===== src/rtl/dtree_seq_engine.sv =====
// Programmable decision-tree classifier: walks one node per clock from a
// loadable node table, with valid/ready handshakes on the feature and result sides.
module dtree_seq_engine #(
  parameter int unsigned N_FEAT    = 8,
  parameter int unsigned FEAT_W    = 8,
  parameter int unsigned CLASS_W   = 5,
  parameter int unsigned N_NODES   = 32,
  parameter int unsigned MAX_STEPS = 16,
  localparam int unsigned FIDX_W   = (N_FEAT > 1) ? $clog2(N_FEAT) : 1,
  localparam int unsigned SH_W     = (FEAT_W > 1) ? $clog2(FEAT_W) : 1,
  localparam int unsigned ADDR_W   = (N_NODES > 1) ? $clog2(N_NODES) : 1,
  localparam int unsigned NODE_W   = 1 + FIDX_W + SH_W + FEAT_W + 2 * ADDR_W,
  localparam int unsigned STEP_W   = $clog2(MAX_STEPS + 1)
) (
  input  logic                       clk,
  input  logic                       rst_n,
  input  logic                       cfg_we,
  input  logic [ADDR_W-1:0]          cfg_addr,
  input  logic [NODE_W-1:0]          cfg_data,
  output logic                       cfg_ready,
  input  logic                       in_valid,
  output logic                       in_ready,
  input  logic [N_FEAT*FEAT_W-1:0]   in_feat,
  output logic                       out_valid,
  input  logic                       out_ready,
  output logic [CLASS_W-1:0]         out_class,
  output logic [STEP_W-1:0]          out_steps,
  output logic                       out_err
);

  localparam logic [1:0] S_IDLE = 2'd0;
  localparam logic [1:0] S_WALK = 2'd1;
  localparam logic [1:0] S_DONE = 2'd2;

  // Feature slots are padded to the full index range; slots past N_FEAT are flagged bad.
  localparam int unsigned FIDX_N = 1 << FIDX_W;
  localparam logic [FIDX_N-1:0] FEAT_OK = FIDX_N'((64'd1 << N_FEAT) - 64'd1);
  localparam logic [NODE_W-1:0] NODE_RST = {1'b1, (NODE_W-1)'(0)};

  logic [1:0]          r_state;
  logic [ADDR_W-1:0]   r_ptr;
  logic [STEP_W-1:0]   r_steps;
  logic [FEAT_W-1:0]   r_feat [FIDX_N];
  logic [NODE_W-1:0]   r_tbl  [N_NODES];
  logic                r_rdy;
  logic                r_out_valid;
  logic [CLASS_W-1:0]  r_out_class;
  logic [STEP_W-1:0]   r_out_steps;
  logic                r_out_err;

  logic [FEAT_W-1:0]   w_feat_in [FIDX_N];
  logic [NODE_W-1:0]   w_node;
  logic                w_leaf;
  logic [FIDX_W-1:0]   w_fidx;
  logic [SH_W-1:0]     w_shift;
  logic [FEAT_W-1:0]   w_thr;
  logic [ADDR_W-1:0]   w_left;
  logic [ADDR_W-1:0]   w_right;
  logic [FEAT_W-1:0]   w_fsh;
  logic                w_le;
  logic                w_bad_fidx;
  logic                w_timeout;

  logic [1:0]          w_state_nxt;
  logic [ADDR_W-1:0]   w_ptr_nxt;
  logic [STEP_W-1:0]   w_steps_nxt;
  logic                w_rdy_nxt;
  logic                w_valid_nxt;
  logic [CLASS_W-1:0]  w_class_nxt;
  logic [STEP_W-1:0]   w_osteps_nxt;
  logic                w_err_nxt;
  logic                w_tbl_we;
  logic                w_feat_ld;

  for (genvar k = 0; k < FIDX_N; k++) begin : g_feat
    if (k < N_FEAT) begin : g_real
      assign w_feat_in[k] = in_feat[k*FEAT_W +: FEAT_W];
    end else begin : g_pad
      assign w_feat_in[k] = '0;
    end
  end

  // Node decode: {leaf, fidx, shift, thr, left, right}, MSB first.
  assign w_node     = r_tbl[r_ptr];
  assign w_leaf     = w_node[NODE_W-1];
  assign w_fidx     = w_node[NODE_W-2 -: FIDX_W];
  assign w_shift    = w_node[NODE_W-2-FIDX_W -: SH_W];
  assign w_thr      = w_node[2*ADDR_W +: FEAT_W];
  assign w_left     = w_node[ADDR_W +: ADDR_W];
  assign w_right    = w_node[0 +: ADDR_W];
  assign w_fsh      = r_feat[w_fidx] >> w_shift;
  assign w_le       = (w_fsh <= w_thr);
  assign w_bad_fidx = ~FEAT_OK[w_fidx];
  assign w_timeout  = (r_steps == STEP_W'(MAX_STEPS - 1));

  // Next-state and next-output logic.
  always_comb begin
    w_state_nxt  = r_state;
    w_ptr_nxt    = r_ptr;
    w_steps_nxt  = r_steps;
    w_valid_nxt  = r_out_valid;
    w_class_nxt  = r_out_class;
    w_osteps_nxt = r_out_steps;
    w_err_nxt    = r_out_err;
    w_tbl_we     = 1'b0;
    w_feat_ld    = 1'b0;
    case (r_state)
      S_IDLE: begin
        w_tbl_we = cfg_we;
        if (in_valid) begin
          w_feat_ld   = 1'b1;
          w_ptr_nxt   = '0;
          w_steps_nxt = '0;
          w_state_nxt = S_WALK;
        end
      end
      S_WALK: begin
        w_steps_nxt = r_steps + STEP_W'(1);
        // Leaf wins over a bad index, which wins over timeout; both errors report class 0.
        if (w_leaf || w_bad_fidx || w_timeout) begin
          w_state_nxt  = S_DONE;
          w_valid_nxt  = 1'b1;
          w_osteps_nxt = r_steps + STEP_W'(1);
          w_err_nxt    = ~w_leaf;
          w_class_nxt  = w_leaf ? w_thr[CLASS_W-1:0] : '0;
        end else begin
          w_ptr_nxt = w_le ? w_left : w_right;
        end
      end
      S_DONE: begin
        if (out_ready) begin
          w_state_nxt = S_IDLE;
          w_valid_nxt = 1'b0;
        end
      end
      default: w_state_nxt = S_IDLE;
    endcase
    w_rdy_nxt = (w_state_nxt == S_IDLE);
  end

  always_ff @(posedge clk or negedge rst_n) begin
    if (!rst_n) begin
      r_state     <= S_IDLE;
      r_ptr       <= '0;
      r_steps     <= '0;
      r_rdy       <= 1'b1;
      r_out_valid <= 1'b0;
      r_out_class <= '0;
      r_out_steps <= '0;
      r_out_err   <= 1'b0;
    end else begin
      r_state     <= w_state_nxt;
      r_ptr       <= w_ptr_nxt;
      r_steps     <= w_steps_nxt;
      r_rdy       <= w_rdy_nxt;
      r_out_valid <= w_valid_nxt;
      r_out_class <= w_class_nxt;
      r_out_steps <= w_osteps_nxt;
      r_out_err   <= w_err_nxt;
    end
  end

  always_ff @(posedge clk or negedge rst_n) begin
    if (!rst_n) begin
      for (int k = 0; k < FIDX_N; k++) r_feat[k] <= '0;
    end else if (w_feat_ld) begin
      for (int k = 0; k < FIDX_N; k++) r_feat[k] <= w_feat_in[k];
    end
  end

  // Reset leaves every node as a class-0 leaf.
  always_ff @(posedge clk or negedge rst_n) begin
    if (!rst_n) begin
      for (int n = 0; n < N_NODES; n++) r_tbl[n] <= NODE_RST;
    end else if (w_tbl_we) begin
      r_tbl[cfg_addr] <= cfg_data;
    end
  end

  assign cfg_ready = r_rdy;
  assign in_ready  = r_rdy;
  assign out_valid = r_out_valid;
  assign out_class = r_out_class;
  assign out_steps = r_out_steps;
  assign out_err   = r_out_err;

endmodule


===== config.mk =====
export PLATFORM = sky130hd
export DESIGN_NAME = dtree_seq_engine
export DESIGN_NICKNAME = d
export VERILOG_FILES = /design/src/rtl/dtree_seq_engine.sv
export SDC_FILE = /design/constraint.sdc
export NUM_CORES = 1
export LEC_CHECK = 0
export ABC_CLOCK_PERIOD_IN_PS = 5800
export CORE_ASPECT_RATIO = 0.8
export CORE_MARGIN = 3
export CORE_UTILIZATION = 57
export CTS_BUF_LIST = sky130_fd_sc_hd__clkbuf_16
export CTS_CLUSTER_SIZE = 14
export DETAILED_ROUTE_END_ITERATION = 10
export PLACE_DENSITY = 0.75
export SLEW_MARGIN = 15
export SYNTH_ARGS = -nofsm -noshare
export SYNTH_HDL_FRONTEND = slang
export SYNTH_SLANG_ARGS = --single-unit

===== constraint.sdc =====
create_clock -name clk -period 5.8 [get_ports clk]
set_clock_uncertainty 0.15 [all_clocks]
set_input_delay 1.16 -clock clk [delete_from_list [all_inputs] [get_ports clk]]
set_output_delay 1.16 -clock clk [all_outputs]
set_load 0.005 [all_outputs]

==> reports/metrics.cfg <==
[logic_synthesis]
synthMuxAreaShare_pct=39.4
synth-seq-cells=889
synth_xor_area_share_pct=0.0431
synth-simple-area-share_pct=1.63
ys_types=63
synth_top_family_by_area=multiplexers
synth_fa_ha_area_share_pct=0.308
synth_area_mm2=0.0407
synthMostInstantiatedCell=mux2_2
synth_seq_area_share_pct=54.8
synth_top_area_share_pct=52.7
syn_nets=2629
yosysTopAreaCell=dfrtp_1
synth-edff-count=0
avgSynthCellArea_um2=16.1
synthFlopType=dfrtp_1
synth_compound_area_share_pct=1.36
synth.area.top_cells=dfrtp_1 (53%), mux2_2 (25%), mux4_2 (13%), dfstp_2 (2.1%), clkbuf_1 (1.6%)
async_reset_ff_share_pct=100
netlist_top_cells_count=mux2_2 (885), dfrtp_1 (856), mux4_2 (226)
yosys_warnings=0
netlist_instances=2520

[worst_setup_path]
critPathKind=flop to flop
r2r_cells=19
rr_startpoint=r_ptr[1]$_DFFE_PN0P_
crit_fanout=22
r2r_setup_slack_ns=0.24
reg2reg_to=r_ptr[2]$_DFFE_PN0P_
crit_path_start=r_ptr[1]$_DFFE_PN0P_
start_kind=flop
endpoint=r_ptr[2]$_DFFE_PN0P_
crit_required_ns=6.18
end_kind=flop
critPathArrivalTime_ns=5.94

[die]
ioPinCount=113
die-area_mm2=0.0746
initial_core_util_pct=58.3
coreArea_mm2=0.0697
die_y_um=245
fp-row-count=86
die-width_um=305

[power]
vdd_drop_max_mv=0.451
power_density_mw_per_mm2=477
switching_share_pct=31.4
power.internal_uw=14900
p_switching_uw=6830
seq_power_share_pct=39.9
clkPwrFrac_pct=24.6
combPwrFrac_pct=35.6
p_leak_uw=0.0209

[cts]
ctsLongestPathBuffers=3
cts.sinks=889
root_buffer=clkbuf_16
clkLatencyLatePin_ns=0.64
cts_tree=done
numCtsBuffers=86
h-tree-depth=3
path_clk_slew_ns=0.06
cts_resized=0

[routing]
detail_route.wl_per_cell_um=29.0
vias=23200
ant_nets=0
dr.first_iter.drc_count=2011
wl_um=103000
drc=0
firstDrtPassIters=7
viasPerCell=6.49

[sta]
whs_ns=0.329
slew_violations=0
fmax_mhz=180
max_slew.worst_pin.slew_ns=1.27
rsz0062_at_grt=no
setup_viol=0
finalCritPeriodShare_pct=95.8
slew_headroom_pct=15.3
period_minus_slack_ns=5.56
fin_tns_setup_ns=0
finalHoldViolCount=0

[placed_design]
dpl.hpwl_um=60800
gp_congestion=0.868
port_buffers=112

[final_layout]
diodes=0
area_growth_pct=12.1
fill_cells=4774
fin_util_pct=65.4
drive_gt1_share_pct=52.4
fin_nets=2685

[global_route]
grt.total_usage_pct=28.1
grt_pass1_vias=24400
grt_overflow=0
antenna_found_initial=2
grt_start_max_net_pins=164
grt_pass1_wl_um=157000

[status]
outcome=completed

[hold_path]
min_path_type=flop to flop

[flow_run]
drv_cap=0

[critical path, stage by stage, from the launching register on]
cell     delay, ns
dfrtp_4       0.69
buf_4         0.29
mux4_1        0.31
mux4_2        0.51
mux2i_4       0.39
nor2_2        0.19
nand3_1       0.12
nand4_1       0.21
or3_1         0.41
a21oi_1       0.16
ha_1          0.26
a21o_1        0.16
a21o_1        0.17
a21oi_1       0.14
o21ai_0       0.09
nand2_1       0.11
buf_12        0.14
mux4_2        0.48
nor2b_1       0.14
mux2_2        0.29
[layout make-up]
| type | count | area, um^2 | share of cell area [%] |
|---|---|---|---|
| clock inverter | 67 | 462 | 1.01 |
| sequential | 889 | 22300 | 48.9 |
| tap | 924 | 1160 | 2.54 |
| inverter | 11 | 43.8 | 0.0961 |
| timing repair buffer | 189 | 1920 | 4.22 |
| clock buffer | 86 | 2150 | 4.72 |
| multi-input combinational | 1399 | 17500 | 38.5 |
[layout by cell type (no fill, tap or decap), drive strengths merged, types with 3 or more instances in the layout]
master,n
a21o,4
a21oi,11
a221oi,6
a22o,6
a22oi,4
and2,5
buf,78
bufinv,6
clkbuf,86
clkdlybuf4s50,111
clkinv,35
dfrtp,856
dfstp,33
ha,10
inv,35
mux2,885
mux2i,44
mux4,245
nand2,43
nand2b,6
nand3,13
nand4,6
nor2,32
nor2b,5
nor3,3
nor4,3
o211ai,5
o21ai,24
o22ai,10
[through the flow]
| stage | setup WS [ns] | std cells | area [um^2] | power (uW) |
|---|---|---|---|---|
| final | 0.242 | 3565 | 45600 | 21700 |
| after global routing | 0.0301 | 3565 | 45600 | 22800 |
| after CTS | 0.161 | 3562 | 45500 | 21800 |
| after detailed placement | 0.182 | 3409 | 42900 | 16400 |
| after global placement | 0.258 | 3409 | 42900 | 16100 |
| after floorplan | 0.475 | 2520 | 40700 | 14000 |
[timing repair]
item | CTS | global route
setup buffers | 0 | 3
hold buffers | 0 | 0
setup endpoints to repair | 0 | 4
[worst min-delay path by stage]
stage | startpoint | to | slack [ns] | cells after the start
after floorplan | r_tbl[147]$_DFFE_PN0P_ | r_tbl[147]$_DFFE_PN0P_ | 0.32 | 1
after CTS | out_steps[3]$_DFFE_PN0P_ | out_steps[3]$_DFFE_PN0P_ | 0.34 | 2
after global placement | out_steps[3]$_DFFE_PN0P_ | out_steps[3]$_DFFE_PN0P_ | 0.32 | 2
after global routing | r_tbl[617]$_DFFE_PN0P_ | r_tbl[617]$_DFFE_PN0P_ | 0.36 | 1
final | out_steps[3]$_DFFE_PN0P_ | out_steps[3]$_DFFE_PN0P_ | 0.33 | 2
after detailed placement | out_steps[3]$_DFFE_PN0P_ | out_steps[3]$_DFFE_PN0P_ | 0.33 | 2
[cells by family (layout without fill, tap and decap cells)]
kind of cell | count (synthesis) | in the layout
xor gates and xnor gates | 2 | 2
buffers and inverters | 232 | 353
DFF | 889 | 889
muxes | 1174 | 1174
adders and majority gates | 10 | 10
and+or+nand+nor | 132 | 132
AOI/OAI and AO/OA | 81 | 81
[state kept, by name (all words and copies together) (netlist names)]
name and flops:
r_tbl 800, r_state 2, out_steps 5, r_feat 64, r_steps 5, out_valid 1
r_ptr 5, out_err 1, cfg_ready 1, out_class 5
[routing by layer]
metal / track usage [%] / part of all wire, % / vias up
met2: 43.8 / 47 / 739
met4: 7.75 / 2.7 / 2
met5: 0 / 0.013 / -
met1: 41.8 / 44 / 12700
met3: 4.20 / 6.0 / 170
li1: - / - / 9568
[power groups by stage]
stage	logic, uW	clock network (uW)	registers, uW
3_3_place_gp	7450	0	8690
4_1_cts	7690	5430	8690
2_1_floorplan	5700	0	8350
6_report	7730	5340	8670
5_1_grt	8320	5700	8820
3_5_place_dp	7650	0	8790
(Power assumes the default switching activity.)
